File: config.mk
export PLATFORM = sky130hd
export DESIGN_NAME = x_usr_access_seq
export DESIGN_NICKNAME = d
export VERILOG_FILES = /design/src/rtl/x_usr_access_seq.sv
export SDC_FILE = /design/constraint.sdc
export NUM_CORES = 1
export LEC_CHECK = 0
export BUFFER_PORTS_ARGS = -buffer_cell sky130_fd_sc_hd__buf_2
export CELL_PAD_IN_SITES_DETAIL_PLACEMENT = 1
export CELL_PAD_IN_SITES_GLOBAL_PLACEMENT = 1
export CORE_ASPECT_RATIO = 1.4
export CORE_MARGIN = 10
export CORE_UTILIZATION = 47
export DETAILED_ROUTE_END_ITERATION = 6
export PLACE_DENSITY_LB_ADDON = 0.1
export RECOVER_POWER = 25
export REMOVE_ABC_BUFFERS = 1
export SYNTH_ARGS = -nofsm -noshare
export SYNTH_HDL_FRONTEND = slang
export SYNTH_SLANG_ARGS = --single-unit
File: constraint.sdc
create_clock -name clk -period 2.1 [get_ports clk]
set_input_delay 0.105 -clock clk [delete_from_list [all_inputs] [get_ports clk]]
set_output_delay 0.105 -clock clk [all_outputs]
set_load 0.01 [all_outputs]
File: src/rtl/x_usr_access_seq.sv
`default_nettype none
// ---------------------------------------------------------------------------
// x_usr_access_seq : table of user words presented one at a time, plus CFGCLK
// Rev 1.0
// ---------------------------------------------------------------------------
module x_usr_access_seq #(
  parameter int                          DATA_WIDTH     = 32,
  parameter int                          DEPTH          = 4,
  parameter int                          CLK_DIV        = 4,
  parameter int                          STARTUP_CYCLES = 16,
  parameter logic [DEPTH*DATA_WIDTH-1:0] INIT_DATA      = '0,
  parameter bit                          AUTO_ADVANCE   = 1'b0,
  localparam int                         c_aw           = (DEPTH > 1) ? $clog2(DEPTH) : 1
) (
  input  logic                  clk,
  input  logic                  rst_n,
  input  logic                  load_en,
  input  logic [c_aw-1:0]       load_addr,
  input  logic [DATA_WIDTH-1:0] load_data,
  input  logic                  adv,
  output logic                  cfgclk,
  output logic [DATA_WIDTH-1:0] data,
  output logic                  datavalid,
  output logic [c_aw-1:0]       dataidx
);

  localparam int              c_dw       = (CLK_DIV > 1) ? $clog2(CLK_DIV) : 1;
  localparam int              c_sw       = (STARTUP_CYCLES > 1) ? $clog2(STARTUP_CYCLES) : 1;
  localparam logic [c_dw-1:0] c_div_last = c_dw'(CLK_DIV - 1);
  localparam logic [c_sw-1:0] c_su_last  = c_sw'(STARTUP_CYCLES - 1);
  localparam logic [c_aw-1:0] c_idx_last = c_aw'(DEPTH - 1);
  localparam logic [c_aw:0]   c_depth    = (c_aw + 1)'(DEPTH);

  typedef enum logic [1:0] {
    ST_STARTUP = 2'd0,
    ST_VALID   = 2'd1,
    ST_UPDATE  = 2'd2
  } state_t;

  state_t                r_state;
  logic [DATA_WIDTH-1:0] r_table [DEPTH];
  logic [c_dw-1:0]       r_div_cnt;
  logic [c_sw-1:0]       r_su_cnt;

  logic                  w_addr_ok;
  logic                  w_cfg_rise;
  logic                  w_adv_evt;
  logic [c_aw-1:0]       w_rd_idx;
  logic [c_aw-1:0]       w_idx_next;
  logic [DATA_WIDTH-1:0] w_rd_word;

  assign w_addr_ok  = ({1'b0, load_addr} < c_depth);
  // Asserted on the edge at which cfgclk goes from 0 to 1.
  assign w_cfg_rise = (r_div_cnt == c_div_last) && !cfgclk;
  assign w_adv_evt  = AUTO_ADVANCE ? w_cfg_rise : adv;
  assign w_rd_idx   = (r_state == ST_STARTUP) ? '0 : dataidx;
  assign w_idx_next = (dataidx == c_idx_last) ? '0 : dataidx + 1'b1;
  // Write-first: a same-edge write to the word being read is forwarded.
  assign w_rd_word  = (load_en && w_addr_ok && (load_addr == w_rd_idx)) ? load_data
                                                                       : r_table[w_rd_idx];

  always_ff @(posedge clk or negedge rst_n) begin
    if (!rst_n) begin
      for (int i = 0; i < DEPTH; i++) begin
        r_table[i] <= INIT_DATA[i*DATA_WIDTH +: DATA_WIDTH];
      end
    end else if (load_en && w_addr_ok) begin
      r_table[load_addr] <= load_data;
    end
  end

  always_ff @(posedge clk or negedge rst_n) begin
    if (!rst_n) begin
      r_div_cnt <= '0;
      cfgclk    <= 1'b0;
    end else if (r_div_cnt == c_div_last) begin
      r_div_cnt <= '0;
      cfgclk    <= ~cfgclk;
    end else begin
      r_div_cnt <= r_div_cnt + 1'b1;
    end
  end

  always_ff @(posedge clk or negedge rst_n) begin
    if (!rst_n) begin
      r_state   <= ST_STARTUP;
      r_su_cnt  <= '0;
      data      <= '0;
      datavalid <= 1'b0;
      dataidx   <= '0;
    end else begin
      case (r_state)
        ST_STARTUP: begin
          if (r_su_cnt == c_su_last) begin
            data      <= w_rd_word;
            dataidx   <= '0;
            datavalid <= 1'b1;
            r_state   <= ST_VALID;
          end else begin
            r_su_cnt <= r_su_cnt + 1'b1;
          end
        end
        ST_VALID: begin
          if (w_adv_evt) begin
            datavalid <= 1'b0;
            dataidx   <= w_idx_next;
            r_state   <= ST_UPDATE;
          end
        end
        ST_UPDATE: begin
          data      <= w_rd_word;
          datavalid <= 1'b1;
          r_state   <= ST_VALID;
        end
        default: r_state <= ST_STARTUP;
      endcase
    end
  end

endmodule
`default_nettype wire

=== After elaboration in Yosys (flattened, before gate mapping) ===
Index checks and enable logic that the tools add are counted.

* Register bits: 172
* Input bits: 38
* Output and inout bits: 36
* Word-level logic and storage cells: 61

* Add/subtract/negate cells: 3
* Order comparisons: 3
* Eq/ne operators: 8
* Multiplexer cells: 21
* Bitwise operators: 4
* Reduce and logical (&&, ||, !) cells: 11

{| class="wikitable"
|+ Operators with widths
! kind !! count
|-
| $mux 32 || 5
|-
| $bwmux 128 || 1
|-
| $bmux 32 s2 || 1
|-
| $demux 32 s2 || 1
|-
| $pmux 32 s2 || 1
|-
| $mux 2 || 7
|-
| $eq 2x2->1 const B || 3
|-
| $ge 3x3->1 const B || 2
|-
| $not 2->3 || 2
|-
| $pmux 2 s3 || 1
|-
| $reduce_and 2->1 || 3
|-
| $reduce_and 3->1 || 2
|-
| $add 2x1->2 const B || 2
|-
| $add 4x1->4 const B || 1
|-
| $eq 4x4->1 const B || 1
|-
| $pmux 2 s2 || 1
|-
| $reduce_bool 2->1 || 2
|-
| $lt 3x1->1 const B || 1
|-
| $pmux 1 s3 || 1
|-
| $reduce_bool 3->1 || 1
|-
| $eq 2x1->1 const B || 1
|-
| $eq 2x2->1 || 1
|-
| $logic_and 1x1->1 || 2
|-
| $logic_not 2->1 || 1
|-
| 4 further kinds || 6
|}

=== Logic depth before layout (Yosys ltp) ===
Gate-level depths: netlist of the first run.

* Depth in word-level cells: 9
* Mapped depth: 7
* Mapped depth without buffers: 5

=== Worst setup path after synthesis of the first run ===
No wires, ideal clock.

* Kind: register to register
* Start point: reg r_su_cnt[0]
* End point: reg r_su_cnt[1]
* Setup time: 125 ps
* Arrival: 1512 ps
* Required time: 1975 ps
* Slack: 464 ps
* Stages on the path, launching flop included: 5
* Path buffers: 0
* Period minus slack after synthesis: 1636 ps
* Cell sequence: dfrtp_1 -> ha_1 -> and3_1 -> nor3_1 -> mux2_2

* Longest elaborated chain between the ends: 3
* Elaborated cells between the ends (all ways): 4
* Those cells by class: add/sub: 1; eq/ne: 1; bitwise: 1; reduce/logical: 1

{| class="wikitable"
|+ RTL lines
! element !! RTL line !! text
|-
| start: declaration || 43 || <nowiki>logic [c_sw-1:0] r_su_cnt;</nowiki>
|-
| start signal: assignment || 100 || <nowiki>r_su_cnt <= r_su_cnt + 1'b1;</nowiki>
|-
| parallel branches: the longest is 3 deep, another holds $add 4x1->4 || - ||
|}

Parallel ways; which one is timed is not known.
A chain may end at the register's enable or synchronous reset.

=== Final worst setup path of the first run ===
* Start point: reg dataidx[1]
* End point: reg data[4]

* Longest elaborated chain between the ends: 8
* Elaborated cells between the ends (all ways): 10
* Those cells by class: eq/ne: 1; mux: 7; bitwise: 1; reduce/logical: 1

{| class="wikitable"
|+ RTL lines
! element !! RTL line !! text
|-
| start: declaration || 24 || <nowiki>output logic [c_aw-1:0] dataidx</nowiki>
|-
| start signal: assignment || 106 || <nowiki>dataidx <= w_idx_next;</nowiki>
|-
| $mux 2 (*) || 56 || <nowiki>assign w_rd_idx = (r_state == ST_STARTUP) ? '0 : dataidx;</nowiki>
|-
| $not 2->3 (implied by the code) || 60 || <nowiki>: r_table[w_rd_idx];</nowiki>
|-
| $bmux 32 s2 || 60 ||
|-
| $mux 32 (implied by the code) (2 in series) || 60 ||
|-
| $mux 32 (*) || 59 || <nowiki>assign w_rd_word = (load_en && w_addr_ok && (load_addr == w_rd_idx)) ? load_data</nowiki>
|-
| $mux 32 || 94 || <nowiki>if (r_su_cnt == c_su_last) begin</nowiki>
|-
| $pmux 32 s2 (*) || 92 || <nowiki>case (r_state)</nowiki>
|-
| end signal: assignment || 95 || <nowiki>data <= w_rd_word;</nowiki>
|-
| end signal: assignment || 111 || <nowiki>data <= w_rd_word;</nowiki>
|-
| end: declaration || 22 || <nowiki>output logic [DATA_WIDTH-1:0] data,</nowiki>
|}

Mark *: on every way between the ends. The rest lies on a longest branch, timed or not. The select of a mux whose other input is x is not followed.

==> results.yml, run 1 <==
placed_design:
  gp_congestion: 0.833
  io_buffers: 73
  dp.final_hpwl_mm: 14.6
power_and_ir_drop:
  power_leakage_nw: 4.10
  p_per_area_nw_per_um2: 1250
  clkPwrFrac_pct: 25.2
  switchingPower_mw: 4.28
  combPwrFrac_pct: 35.6
  p_int_mw: 7.78
  seqPwrFrac_pct: 39.2
  p_sw_share_pct: 35.5
  total_power_mw: 12.1
  peakVddDrop_mv: 0.799
setup_path:
  rr_worst_depth: 5
  critPathTopFamily: "flip-flops"
  path_depth: 5
  max_stage_delay_ns: 0.54
  cp_max_fo: 17
  reg2reg_slack_ns: 0.27
  crit_type: "reg -> reg"
  startpoint: "dataidx[1]"
  worstPathArrival_ns: 2.17
  worstPathCellList: "xor2_1 > or3_1 > buf_4 > nand4_1 > a31oi_1"
  timing.critical_path.buf_inv: 1
  critical_path.endpoint_type: "flop"
  crit_path_top_delay_cell: "dfrtp_1"
  r2r_end: "data[4]"
  r2r_start: "dataidx[1]"
  cp-start-kind: "flop"
  critPathCapture: "data[4]"
  required_ns: 2.44
sta:
  hold_slack_ns: 0.0428
  fin_crit_sh_pct: 87.3
  slew_headroom_pct: 1.18
  period_needed_ns: 1.83
  fmax_ghz: 0.546
  hold_violations: 0
  tightest_slew_ns: 1.48
  fin_skew_ns: 0.00895
  rsz0062_at_grt: "no"
  maxSlewViolCount: 0
  setup_viol: 0
floorplanning:
  die_w_um: 130
  core_um2: 16700
  die_h_um: 175
  dieArea_um2: 22800
  start_util_pct: 48.0
  ioPinCount: 74
  num_rows: 56
cts:
  cts.sinks: 172
  worstSkewPairLatency_ns: 0.43
  cts_root_buf: "clkbuf_16"
  postCtsResizedCells: 0
  cts_buffers: 17
  htree_levels: 4
  cts_tree: "built"
  clk_pin_slew_worst_paths_ns: 0.06
  clockBufferDepth: 2
run:
  max_cap_violations: 0
synth:
  synth_top_area_share_pct: 53.6
  synthCells: 729
  ys_seq_elements: 172
  synth_area_leaders: "dfrtp_1, mux2_2, o211ai_1"
  yosysSeqAreaShare_pct: 53.6
  yosysTopAreaCell: "dfrtp_1"
  synth_area_um2: 8030
  yosysWarnings: 0
  synth_cell_types: 37
  syn_area_per_cell_um2: 11.0
cells_and_area:
  final_core_util_pct: 57.4
  nets: 868
  syn_to_final_growth_pct: 19.7
  register_area_um2: 4310
  multiInputGateArea_um2: 3340
  n_fill_cell: 1788
  drive_above_1_share_pct: 28.6
global_routing:
  grt.overflow.total: 0
  antenna_found_initial: 1
  first_global_vias: 7121
  grt_max_degree: 65
  track_usage_pct: 21.4
  grt_pass1_wl_mm: 38.5
detailed_routing:
  antenna_left: 0
  drc: 0
  vias_per_cell: 5.97
  first_pass_iters: 4
  wl_per_cell_um: 22.3
  routed_wl_mm: 23.3
  vias: 6222
  dr.first_iter.drc_count: 431
worst_hold_path:
  worst_hold_path_type: "in -> reg"
outcome:
  outcome: "complete, no violations"
## final cells by class
class                           count  area share, %
Sequential cell                   172           44.8
Multi-Input combinational cell    460           34.8
Timing Repair Buffer              141           10.4
Clock buffer                       24           5.32
Tap cell                          203           2.64
Inverter                           35           1.37
Clock inverter                      6          0.625
Antenna cell                        1         0.0260
## cell families after synthesis
family	after synthesis	share of synthesized area, %
simple gates	147	8.59
xor+xnor	5	0.545
buf+inv	97	5.16
flops	172	53.6
mux	129	17.6
fa+ha+maj	3	0.467
compound gates	176	14.1
## metal layers
layer / track usage, % / part of all wire (%) / vias up
met3: 3.82 / 4.0 / 26
met5: 0 / 0 / -
met1: 26.0 / 43 / 3241
met2: 37.2 / 51 / 136
met4: 6.60 / 1.4 / 0
li1: - / - / 2819
## per-stage QoR
stage	instance area [µm²]	cells	setup WS, ns	TNS, ns
6_report	9610	1042	0.267	0
5_1_grt	9610	1042	0.164	0
4_1_cts	9660	1041	0.262	0
3_5_place_dp	8750	978	0.294	0
3_3_place_gp	8750	978	0.401	0
2_1_floorplan	7750	667	-1.29	-45.41
## how the worst min path moves through the flow
| stage | start | end | cells after the start |
|---|---|---|---|
| 6_report | adv | r_state[1] | 2 |
| 5_1_grt | adv | r_state[1] | 2 |
| 4_1_cts | adv | r_state[1] | 2 |
| 3_5_place_dp | rst_n | data[9] | 1 |
| 3_3_place_gp | rst_n | r_table[105] | 1 |
| 2_1_floorplan | rst_n | cfgclk | 0 |
## cells in the mapped netlist (all sizes together)
library cell / number
a31oi: 33
and3b: 1
nand3: 1
and3: 1
buf: 36
nor3: 2
mux2: 97
xnor2: 2
a21oi: 1
a2bb2oi: 2
o21ai: 68
nand4: 33
xor2: 3
or3: 1
nand2: 66
nor3b: 1
ha: 3
mux2i: 32
o22ai: 1
or4b: 1
o2bb2ai: 1
o21bai: 1
nand3b: 3
a22o: 2
o211ai: 64
nor2: 36
dfrtp: 172
inv: 35
o21a: 3
clkbuf: 26
nand4bb: 1
## state kept, by name, summed over array words and instances (netlist names)
signal,flops
r_su_cnt,4
r_state,2
data,32
datavalid,1
r_table,128
cfgclk,1
dataidx,2
r_div_cnt,2
## worst reg2reg max path, stage by stage (launching register included)
cell	delay (ns)
dfrtp_1	0.54
xor2_1	0.36
or3_1	0.19
buf_4	0.28
nand4_1	0.17
a31oi_1	0.20
## repair_timing
action,4_1_cts,5_1_grt
hold buffers,33,0
hold endpoints to repair,185,0
buffers inserted,0,0
## cell usage in the layout (no fill, tap or decap), types with 3 or more instances in the layout
cell type        n
a31oi_1         33
buf_12           4
buf_2           70
buf_4           27
clkbuf_1         5
clkbuf_16       17
clkbuf_8         6
clkinv_2         3
dfrtp_1        170
dlygate4sd3_1   33
ha_1             3
inv_1           35
mux2_2          97
mux2i_1         32
nand2_1         66
nand3b_1         3
nand4_1         33
nor2_1          35
o211ai_1        64
o21a_1           3
o21ai_0         65
xor2_1           3
## power by group through the flow
stage / registers [mW] / logic, mW / clock network [mW]
2_1_floorplan: 5.00 / 2.27 / 0
3_3_place_gp: 4.71 / 4.10 / 0
3_5_place_dp: 4.76 / 4.27 / 0
4_1_cts: 4.71 / 4.37 / 3.11
5_1_grt: 4.82 / 4.75 / 3.26
6_report: 4.72 / 4.29 / 3.04
(Power assumes the default switching activity.)
==> run 2, diff against run 1 <==
- CORE_ASPECT_RATIO: 1.4 -> 0.6
==> run 2 against run 1 <==
Hold slack hardly changed. Die area rose by 0.43%. Critical path depth stayed put. Sequential share of layout area decreased by 0.24 points. First-iteration DRC count is 9.7% lower. Critical path type unchanged. Critical endpoint is now data[5]. Highest routed layer unchanged.
==> results.yml, run 2 (synthesis gave the netlist of run 1 again) <==
outcome:
  outcome: "complete, no violations"
sta:
  fin_setup_tns_ns: 0
  period_needed_ns: 1.84
  fin_skew_ns: 0.0121
  fmax_ghz: 0.542
  hold_violations: 0
  setup_viol: 0
  tightest_slew_ns: 1.48
  hold_slack_ns: 0.0429
  maxSlewViolCount: 0
  timing.final.ws_setup_ns: 0.256
  fin_crit_sh_pct: 87.8
  slew_headroom_pct: 1.60
  rsz0062_at_grt: "no"
cells_and_area:
  top_register: "r_table"
  layout_commonest_cell: "dfrtp_1"
  drive_above_1_share_pct: 28.9
  largest_register_ff_count: 128
  syn_to_final_growth_pct: 20.4
  layout_common_cells: "dfrtp_1, mux2_2, buf_2"
  reg_top3: "r_table: 128 flops, data: 32 flops, r_su_cnt: 4 flops"
  final_core_util_pct: 58.6
  multiInputGateArea_um2: 3340
  n_fill_cell: 1775
  num_antenna_cells: 0
  register_area_um2: 4310
  nets: 869
placed_design:
  preCtsSetupSlack_ns: 0.300
  dp.final_hpwl_mm: 14.8
  gp_congestion: 0.757
  io_buffers: 73
detailed_routing:
  routed_wl_mm: 23.5
  antenna_left: 0
  drc: 0
  vias_per_cell: 5.84
  wl_per_cell_um: 22.0
  dr.first_iter.drc_count: 389
  first_pass_iters: 5
  vias: 6238
setup_path:
  worstPathCellList: "xor2_1 > or3_1 > buf_12 > nand4_1 > a31oi_1"
  cp_max_fo: 24
  crit_type: "reg -> reg"
  worstPathArrival_ns: 2.19
  max_stage_delay_ns: 0.56
  crit_path_top_delay_cell: "dfrtp_1"
  critical_path.endpoint_type: "flop"
  cp-start-kind: "flop"
  reg2reg_slack_ns: 0.26
  required_ns: 2.45
global_routing:
  first_global_vias: 6890
  antenna_found_initial: 0
  grt_max_degree: 53
  grt_pass1_wl_mm: 38.0
  grt.overflow.total: 0
  track_usage_pct: 21.0
worst_hold_path:
  worst_hold_path_type: "in -> reg"
cts:
  cts_setup_buffers: 0
  worstSkewPairLatency_ns: 0.43
  cts_buffers: 17
  cts_tree: "built"
  htree_levels: 4
  cts.sinks: 172
  clockBufferDepth: 2
  cts_root_buf: "clkbuf_16"
  clk_pin_slew_worst_paths_ns: 0.07
floorplanning:
  dieArea_um2: 22900
  die_h_um: 121
  ioPinCount: 74
  core_um2: 16500
  die_w_um: 189
  start_util_pct: 48.7
  num_rows: 36
run:
  max_cap_violations: 0
power_and_ir_drop:
  peakVddDrop_mv: 0.526
  power_leakage_nw: 4.12
  total_power_mw: 12.1
  p_per_area_nw_per_um2: 1250
run 2: metal layers:
layer  up-vias  wire [µm]  part of all wire (%)  track usage, %
met4         0        250                   1.1            6.22
met2       131      11400                    49            35.2
met1      3263      10900                    46            26.9
li1       2822          -                     -               -
met5         -          0                     0               0
met3        22        956                   4.1            4.71
run 2: per-stage QoR:
stage,instance area [µm²],cells
3_5_place_dp,8800,1004
2_1_floorplan,7750,667
4_1_cts,9690,1069
5_1_grt,9670,1069
6_report,9670,1069
3_3_place_gp,8800,1004
run 2: area by class of cell:
type / instances / area share [%]
Sequential cell: 172 / 44.6
Inverter: 35 / 1.36
Clock buffer: 18 / 4.54
Clock inverter: 14 / 1.23
Tap cell: 228 / 2.95
Multi-Input combinational cell: 460 / 34.6
Timing Repair Buffer: 142 / 10.7
run 2: critical path: cells and delay by family, from the launching register on:
family | cells | cell delay (ns)
buffers and inverters | 1 | 0.21
XOR/XNOR | 1 | 0.35
AO/OA/AOI/OAI | 1 | 0.23
AND/OR/NAND/NOR | 2 | 0.41
flip-flops | 1 | 0.56
run 2: final timing paths:
| check | startpoint | end | cells past startpoint |
|---|---|---|---|
| max in group asynchronous | rst_n | r_table[123] | 3 |
| setup reg to reg | dataidx[1] | data[5] | 5 |
| hold reg to reg | r_div_cnt[0] | r_div_cnt[0] | 1 |
| hold / removal | adv | r_state[1] | 2 |
| setup / recovery | dataidx[1] | data[5] | 5 |
| min in group asynchronous | rst_n | r_div_cnt[0] | 2 |
run 2: where the power goes:
| part | switching [mW] | internal [mW] |
|---|---|---|
| Sequential | 0.565 | 4.16 |
| Combinational | 2.48 | 1.85 |
| Clock | 1.36 | 1.66 |
run 2: timing repair:
| item | CTS | global route |
|---|---|---|
| hold endpoints to repair | 202 | 0 |
| hold buffers | 33 | 0 |
| gates resized for setup | 0 | 0 |
==> run 3, diff against run 2 <==
- CORE_UTILIZATION: 47 -> 48
- clock period: 2.1 -> 2.23 ns (I/O delays scaled with it)
==> run 3 against run 2 <==
Combinational power is 6.0% lower. First-iteration DRC count is 5.9% lower. Die area is 1.8% lower. Count of clock-buffer cells in the layout is 4 higher. Clock power is 11% higher. Maximum frequency is 2.2% lower. Highest routed layer unchanged.
==> results.yml, run 3 (synthesis gave the netlist of run 1 again) <==
outcome:
  outcome: "complete, no violations"
cts:
  worstSkewPairLatency_ns: 0.43
  htree_levels: 4
  clockBufferDepth: 2
  cts_root_buf: "clkbuf_16"
  cts_buffers: 17
  postCtsResizedCells: 0
  clk_pin_slew_worst_paths_ns: 0.06
  cts.sinks: 172
  cts_tree: "built"
floorplanning:
  core_um2: 16300
  ioPinCount: 74
  dieArea_um2: 22500
  die_h_um: 120
  die_w_um: 187
  start_util_pct: 49.2
  num_rows: 36
detailed_routing:
  first_pass_iters: 6
  drc: 0
  wl_per_cell_um: 22.8
  antenna_left: 0
  dr.first_iter.drc_count: 366
  routed_wl_mm: 24.2
  vias: 6297
  vias_per_cell: 5.92
setup_path:
  worstPathArrival_ns: 2.20
  required_ns: 2.54
  cp-start-kind: "flop"
  cp_max_fo: 5
  crit_type: "reg -> reg"
  critical_path.endpoint_type: "flop"
global_routing:
  grt.overflow.total: 0
  grt_max_degree: 63
  first_global_vias: 7021
  grt_pass1_wl_mm: 38.7
  track_usage_pct: 21.5
  antenna_found_initial: 0
power_and_ir_drop:
  power_leakage_nw: 4.12
  p_per_area_nw_per_um2: 1230
  total_power_mw: 11.9
  peakVddDrop_mv: 0.579
placed_design:
  dpl.cell_count: 999
  dp.final_hpwl_mm: 14.7
  io_buffers: 73
  preCtsSetupSlack_ns: 0.381
  gp_congestion: 0.798
cells_and_area:
  nets: 862
  layout_common_cells: "dfrtp_1, mux2_2, buf_2"
  syn_to_final_growth_pct: 20.7
  reg_top3: "r_table: 128 flops, data: 32 flops, r_su_cnt: 4 flops"
  layout_commonest_cell: "dfrtp_1"
  top_register: "r_table"
  drive_above_1_share_pct: 28.5
  final_cell_count_no_fill: 1063
  largest_register_ff_count: 128
  n_fill_cell: 1767
sta:
  timing.final.ws_setup_ns: 0.345
  rsz0062_at_grt: "no"
  fin_crit_sh_pct: 84.5
  fin_skew_ns: 0.00959
  tightest_slew_ns: 1.47
  fin_setup_tns_ns: 0
  slew_headroom_pct: 1.86
  hold_violations: 0
  period_needed_ns: 1.88
  fmax_ghz: 0.531
  setup_viol: 0
  maxSlewViolCount: 0
worst_hold_path:
  worst_hold_path_type: "in -> reg"
run:
  max_cap_violations: 0
==> run 3: cell count changes in the layout (fill, tap and decap cells not counted), sizes merged, moves of 2 or more <==
cell | before | now
clkbuf | 24 | 27
dlygate4sd3 | 33 | 31
bufinv | 1 | 5
buf | 103 | 99
inv | 38 | 35
clkinv | 8 | 2
==> run 3: area by class of cell <==
cell class / count / area (µm²) / share of cell area, %
tap: 228 / 285 / 2.94
clock inverter: 10 / 186 / 1.92
multi-input combinational: 460 / 3340 / 34.5
antenna: 1 / 2.50 / 0.0258
timing repair buffer: 135 / 961 / 9.91
inverter: 35 / 131 / 1.36
clock buffer: 22 / 474 / 4.89
sequential: 172 / 4310 / 44.5
==> run 3: worst paths after layout <==
path	from	end	slack [ns]	depth (start not counted)
worst max register to register	r_su_cnt[0]	r_su_cnt[1]	0.35	4
worst min register to register	r_div_cnt[0]	r_div_cnt[0]	0.44	1
max in group asynchronous	rst_n	dataidx[0]	0.59	3
min in group asynchronous	rst_n	r_table[106]	0.57	2
worst min-delay path	load_data[0]	r_table[96]	0.01	3
worst max-delay path	r_su_cnt[0]	r_su_cnt[1]	0.35	4
==> run 3: metrics by stage <==
stage / util (%) / cell area [µm²] / hold WS, ns
finish: 59.5 / 9690 / 0.0131
global route: 59.4 / 9690 / 0.0118
CTS: 59.6 / 9730 / 0.00626
detailed placement: 53.7 / 8750 / 0.118
global placement: 53.7 / 8750 / 0.112
floorplan: - / 7750 / -0.184
==> run 3: repair_timing <==
action / in CTS / in global routing
hold endpoints to repair: 166 / 0
hold buffers: 31 / 0
setup buffers: 0 / 0
==> run 3: per-layer routing <==
| layer | up-vias | track usage [%] | wire (µm) |
|---|---|---|---|
| li1 | 2816 | - | - |
| met2 | 150 | 36.8 | 11900 |
| met5 | - | 0 | 0 |
| met3 | 37 | 4.62 | 1030 |
| met1 | 3294 | 26.7 | 10900 |
| met4 | 0 | 7.42 | 403 |
==> run 3: worst max-delay path: stages, from the launching register on <==
cell     delay [ns]
dfrtp_1        0.42
ha_1           0.25
and3_1         0.20
nor3_1         0.49
mux2_2         0.41
==> run 3: power by group <==
part	internal (mW)	total, mW	switching, mW
combinational	1.69	4.07	2.38
sequential	3.92	4.47	0.548
clock	2.08	3.35	1.27
